--- src/rtl/pico_mem_bridge.sv ---
// pico_mem_bridge: bridges a PicoRV32-style native memory port onto separate
// instruction and data request/grant/valid memory ports, one transfer at a time.
// Optional response watchdog enabled by defining PICO_MEM_BRIDGE_TIMEOUT_EN.
module pico_mem_bridge #(
    parameter int ADDR_WIDTH     = 32,
    parameter int DATA_WIDTH     = 32,
    parameter int TIMEOUT_CYCLES = 256
) (
    input  logic                    clk_i,
    input  logic                    rst_ni,
    input  logic                    pico_valid_i,
    input  logic                    pico_instr_i,
    input  logic [ADDR_WIDTH-1:0]   pico_addr_i,
    input  logic [DATA_WIDTH-1:0]   pico_wdata_i,
    input  logic [DATA_WIDTH/8-1:0] pico_wstrb_i,
    output logic                    pico_ready_o,
    output logic [DATA_WIDTH-1:0]   pico_rdata_o,
    output logic                    instr_mem_req_o,
    input  logic                    instr_mem_gnt_i,
    input  logic                    instr_mem_valid_i,
    output logic [ADDR_WIDTH-1:0]   instr_mem_addr_o,
    input  logic [DATA_WIDTH-1:0]   instr_mem_rdata_i,
    input  logic                    instr_mem_error_i,
    output logic                    data_mem_req_o,
    input  logic                    data_mem_gnt_i,
    input  logic                    data_mem_valid_i,
    output logic [ADDR_WIDTH-1:0]   data_mem_addr_o,
    output logic                    data_mem_we_o,
    output logic [DATA_WIDTH/8-1:0] data_mem_be_o,
    output logic [DATA_WIDTH-1:0]   data_mem_wdata_o,
    input  logic [DATA_WIDTH-1:0]   data_mem_rdata_i,
    input  logic                    data_mem_error_i,
    output logic                    bus_error_o,
    output logic [ADDR_WIDTH-1:0]   error_addr_o,
    output logic                    error_instr_o
);

    localparam int BE_WIDTH = DATA_WIDTH / 8;

    typedef enum logic [1:0] {
        IDLE,
        REQ,
        WAIT,
        DONE
    } state_t;

    state_t                state;
    state_t                state_next;

    logic [ADDR_WIDTH-1:0] addr_q;
    logic [DATA_WIDTH-1:0] wdata_q;
    logic [BE_WIDTH-1:0]   wstrb_q;
    logic                  instr_q;
    logic [DATA_WIDTH-1:0] rdata_q;
    logic                  err_q;
    logic [ADDR_WIDTH-1:0] error_addr_q;
    logic                  error_instr_q;

    logic                  sel_gnt;
    logic                  sel_valid;
    logic [DATA_WIDTH-1:0] sel_rdata;
    logic                  sel_error;
    logic                  capture_resp;
    logic                  start;

`ifdef PICO_MEM_BRIDGE_TIMEOUT_EN
    localparam int CNT_WIDTH = (TIMEOUT_CYCLES > 2) ? $clog2(TIMEOUT_CYCLES) : 1;

    logic [CNT_WIDTH-1:0]  wait_cnt;
    logic                  timeout;
    logic                  capture_timeout;

    // The last WAIT cycle before the limit is the one where the count hits TIMEOUT_CYCLES-1
    assign timeout = (wait_cnt == CNT_WIDTH'(TIMEOUT_CYCLES - 1));
`endif

    // Only the side picked by the latched fetch flag is ever listened to
    assign sel_gnt   = instr_q ? instr_mem_gnt_i   : data_mem_gnt_i;
    assign sel_valid = instr_q ? instr_mem_valid_i : data_mem_valid_i;
    assign sel_rdata = instr_q ? instr_mem_rdata_i : data_mem_rdata_i;
    assign sel_error = instr_q ? instr_mem_error_i : data_mem_error_i;
    assign start     = (state == IDLE) && pico_valid_i;

    // State register
    always_ff @(posedge clk_i) begin
        if (!rst_ni) begin
            state <= IDLE;
        end else begin
            state <= state_next;
        end
    end

    // Next-state logic and response capture strobes
    always_comb begin
        state_next   = state;
        capture_resp = 1'b0;
`ifdef PICO_MEM_BRIDGE_TIMEOUT_EN
        capture_timeout = 1'b0;
`endif
        case (state)
            IDLE: begin
                if (pico_valid_i) begin
                    state_next = REQ;
                end
            end
            REQ: begin
                if (sel_gnt) begin
                    if (sel_valid) begin
                        state_next   = DONE;
                        capture_resp = 1'b1;
                    end else begin
                        state_next = WAIT;
                    end
                end
            end
            WAIT: begin
                if (sel_valid) begin
                    state_next   = DONE;
                    capture_resp = 1'b1;
                end
`ifdef PICO_MEM_BRIDGE_TIMEOUT_EN
                else if (timeout) begin
                    state_next      = DONE;
                    capture_timeout = 1'b1;
                end
`endif
            end
            DONE: begin
                state_next = IDLE;
            end
            default: begin
                state_next = IDLE;
            end
        endcase
    end

    // Request latch, response latch and sticky error report registers
    always_ff @(posedge clk_i) begin
        if (!rst_ni) begin
            addr_q        <= '0;
            wdata_q       <= '0;
            wstrb_q       <= '0;
            instr_q       <= 1'b0;
            rdata_q       <= '0;
            err_q         <= 1'b0;
            error_addr_q  <= '0;
            error_instr_q <= 1'b0;
        end else begin
            if (start) begin
                addr_q  <= pico_addr_i;
                wdata_q <= pico_wdata_i;
                wstrb_q <= pico_wstrb_i;
                instr_q <= pico_instr_i;
            end
            if (capture_resp) begin
                rdata_q <= sel_rdata;
                err_q   <= sel_error;
                if (sel_error) begin
                    error_addr_q  <= addr_q;
                    error_instr_q <= instr_q;
                end
            end
`ifdef PICO_MEM_BRIDGE_TIMEOUT_EN
            if (capture_timeout) begin
                rdata_q       <= '0;
                err_q         <= 1'b1;
                error_addr_q  <= addr_q;
                error_instr_q <= instr_q;
            end
`endif
        end
    end

`ifdef PICO_MEM_BRIDGE_TIMEOUT_EN
    // Watchdog counter: cleared while requesting so it starts at zero in the first WAIT cycle
    always_ff @(posedge clk_i) begin
        if (!rst_ni) begin
            wait_cnt <= '0;
        end else if (state == REQ) begin
            wait_cnt <= '0;
        end else if (state == WAIT) begin
            wait_cnt <= wait_cnt + CNT_WIDTH'(1);
        end
    end
`endif

    assign instr_mem_req_o  = (state == REQ) && instr_q;
    assign instr_mem_addr_o = addr_q;

    assign data_mem_req_o   = (state == REQ) && !instr_q;
    assign data_mem_addr_o  = addr_q;
    assign data_mem_we_o    = data_mem_req_o && (|wstrb_q);
    assign data_mem_be_o    = data_mem_req_o ? ((|wstrb_q) ? wstrb_q : {BE_WIDTH{1'b1}}) : '0;
    assign data_mem_wdata_o = wdata_q;

    assign pico_ready_o     = (state == DONE);
    assign pico_rdata_o     = ((state == DONE) && !err_q) ? rdata_q : '0;
    assign bus_error_o      = (state == DONE) && err_q;
    assign error_addr_o     = error_addr_q;
    assign error_instr_o    = error_instr_q;

endmodule

--- config.mk ---
export PLATFORM = sky130hd
export DESIGN_NAME = pico_mem_bridge
export DESIGN_NICKNAME = d
export VERILOG_FILES = /design/src/rtl/pico_mem_bridge.sv
export SDC_FILE = /design/constraint.sdc
export NUM_CORES = 1
export LEC_CHECK = 0
export CAP_MARGIN = 20
export CORE_UTILIZATION = 41
export CTS_BUF_LIST = sky130_fd_sc_hd__clkbuf_4
export DETAILED_ROUTE_END_ITERATION = 8
export PLACE_DENSITY = 0.83
export SLEW_MARGIN = 20
export SYNTH_ARGS = -nofsm -noshare
export SYNTH_HDL_FRONTEND = slang
export SYNTH_SLANG_ARGS = --single-unit
--- constraint.sdc ---
create_clock -name clk_i -period 2 [get_ports clk_i]
set_input_delay 0.3 -clock clk_i [delete_from_list [all_inputs] [get_ports clk_i]]
set_output_delay 0.3 -clock clk_i [all_outputs]
set_load 0.05 [all_outputs]
==> metrics.yaml <==
status: "complete, but fails checks"
failed_checks: "setup timing"
wire_per_inst_um: 16.5
post-route-period-util_pct: 102
cpMaxStageDelayCell: "dfxtp_4"
grt_pass1_vias: 5574
worstHoldStart: "pico_addr_i[8]"
fillCellCount: 1084
powerDensity_nw_per_um2: 1000
start_kind: "register"
postSynthAreaPerCell_um2: 8.39
r2r_cells: 9
critPathRequiredTime_ps: 1700
n_antenna_cell: 0
grt_max_degree: 76
r2r_end: "rdata_q[21]$_SDFFE_PN0P_"
die_area_um2: 14900
ioPinCount: 312
hold_path.class: "in -> reg"
vias: 5817
cts_tree: "done"
hold_end: "data_mem_addr_o[8]$_SDFFE_PN0P_"
total_power_mw: 9.89
cp_top_family: "flip-flops"
place_hpwl_um: 13100
die_h_um: 122
tightest_slew_ps: 563
cp.arrival_ps: 1740
worstSetupStartpoint: "state[1]$_SDFFE_PN0P_"
synth.cell_area_um2: 5890
clkSinkCount: 137
final_core_utilization_pct: 70.8
gp_congestion: 0.754
worstReg2RegStart: "state[1]$_SDFFE_PN0P_"
final_max_slew_viol_count: 0
topRoutingLayerUsed: "met4"
num_rows: 43
rrSetupSlack_ps: 30
path_cells: "ha_4, nor2b_4, buf_6, and2_4, buf_12"
dr.first_iter.drc_count: 294
core_um2: 13900
hold_violations: 0
syn_inst: 702
ys_seq_area_share_pct: 46.5
ir_drop_mv: 0.748
synth_nets: 849
grt_usage_pct: 25.1
setup_viol: 34
p_switching_mw: 4.34
cts.reportedPaths.clkPinSlew_ps: 120
routed-wl-met3_um: 1550
internal-power_mw: 5.55
fin_ws_ps: -44.7
initial_core_util_pct: 42.3
worst_path_largest_cell_delay_ps: 380
dr_wl_met2_um: 10100
grt_pass1_wl_um: 28400
critPathKind: "reg -> out"
max-cap-violations: 0
switching_share_pct: 43.9
ant_nets: 0
rsz0062_at_grt: "true"
drt-pass1-iter-count: 4
seq_power_share_pct: 35.1
ctsLongestPathBuffers: 2
io_buffers: 311
finClkSkew_ps: 13.4
ys_warn_count: 0
cts_buffers: 17
ys_seq_elements: 137
path_max_fanout: 8
hold_depth: 3
clk_latency_ps: 530
vias_per_cell: 4.95
clockRootBuffer: "clkbuf_4"
finalWirelength_um: 19400
area.growth.synth_to_final_pct: 67.4
wl_met1_um: 7150
end_kind: "primary output"
path_buf_inv: 2
overflow: 0
fin_crit_ps: 2040
drive_gt1_share_pct: 20.0
slew_headroom_pct: 62.5
antenna_found_initial: 0
clkPwrFrac_pct: 18.1
cts_max_level: 4
leakage_nw: 4.12
nets: 1128
drc: 0
die_x_um: 122
dp_slack_ps: 70.9
yosysUniqueCellTypes: 33
comb_power_share_pct: 46.9
fmax_mhz: 489
[cell usage after synthesis]
cell	instances	area, um2
buf_1	6	22.5
nor2_1	41	154
o21ai_0	3	15.0
a311oi_1	1	8.76
o2111a_1	1	11.3
mux2_2	2	22.5
a211oi_2	30	375
buf_6	5	56.3
nand3_1	2	10.0
mux2_4	1	15.0
o31ai_1	1	7.51
a22o_1	1	8.76
clkbuf_1	25	93.8
nor4_1	1	6.26
o2111ai_2	1	15.0
nand2_1	205	769
mux2i_1	34	340
o21a_1	1	7.51
o211a_1	1	10.0
dfxtp_1	137	2740
o32ai_1	1	8.76
buf_2	10	50.1
ha_1	5	62.6
a21o_1	1	7.51
buf_4	36	270
a222oi_1	1	10.0
nor2b_1	2	12.5
inv_2	1	3.75
a211oi_1	2	15.0
a21oi_1	103	515
nand2b_1	1	6.26
inv_1	5	18.8
and2_1	35	219
[layout make-up]
type,count,area (um2),share of cell area (%)
multi-input combinational,477,2870,29.1
timing repair buffer,342,3700,37.5
sequential,137,2760,28.0
inverter,6,30.0,0.304
tap,180,225,2.28
clock buffer,20,150,1.52
clock inverter,12,128,1.29
[repair_timing]
action | 4_1_cts | 5_1_grt
gates resized for setup | 187 | 36
pin swaps | 24 | 19
buffers inserted | 8 | 6
endpoints found under the setup margin | 168 | 63
hold endpoints to repair | 0 | 0
hold buffers | 0 | 0
cloned | 3 | 0
[state kept, by name, indices dropped and copies added (netlist names)]
signal / cells
error_addr_o: 32
error_instr_o: 1
rdata_q: 32
data_mem_addr_o: 32
err_q: 1
data_mem_wdata_o: 32
wstrb_q: 4
state: 2
instr_q: 1
[worst max path at each step]
| stage | end | slack [ps] | depth (start not counted) |
|---|---|---|---|
| after floorplan | pico_rdata_o[10] | 9 | 4 |
| after global placement | err_q$_SDFFE_PN0P_ | 110 | 6 |
| after detailed placement | rdata_q[10]$_SDFFE_PN0P_ | 70 | 7 |
| after CTS | pico_rdata_o[7] | -190 | 6 |
| after global routing | pico_rdata_o[3] | -140 | 5 |
| final | pico_rdata_o[3] | -40 | 5 |
[layer usage]
metal | GRT usage, % | vias to the layer above
met3 | 8.15 | 38
met5 | 0 | -
met2 | 45.2 | 233
met4 | 11.6 | 0
li1 | - | 2839
met1 | 26.2 | 2707
[kinds of logic after synthesis]
family          share of synthesized area, %
compound gates                          17.2
flops                                   46.5
mux                                     6.41
simple gates                            20.0
fa+ha+maj                               1.06
buf+inv                                 8.75
[per-stage QoR]
stage,hold WS (ps),setup TNS [ps],cells,area [um2]
floorplan,413,0,702,5890
global placement,441,0,1129,9370
detailed placement,446,0,1129,9370
CTS,241,-4180,1172,9790
global route,257,-4460,1174,9860
finish,295,-1140,1174,9860
[placed cells by master (no fill, tap or decap), types with 6 or more instances in the layout]
master             n
buf_6              6
a211oi_2          30
and2_4            33
nor2_4             7
clkbuf_4          20
clkdlybuf4s50_1  141
dfxtp_1          131
a21oi_1          101
mux2i_1           34
buf_4             17
dlygate4sd2_1    129
buf_12            46
nand2_1          203
nor2_1            32
[worst reg2reg max path, stage by stage (launching register included)]
cell	delay, ps
dfxtp_4	380
buf_4	120
inv_4	40
buf_4	130
ha_1	290
o21a_2	190
o211a_4	230
buf_6	200
nor2_1	90
a211oi_2	230
[power by group through the flow]
stage / Sequential, mW / Combinational [mW] / Clock (mW)
after floorplan: 4.28 / 2.12 / 0
after global placement: 3.49 / 4.41 / 0
after detailed placement: 3.51 / 4.49 / 0
after CTS: 3.45 / 4.55 / 1.82
after global routing: 3.52 / 4.88 / 1.94
final: 3.47 / 4.63 / 1.79
Note: power is estimated with default switching activity, not from simulation.
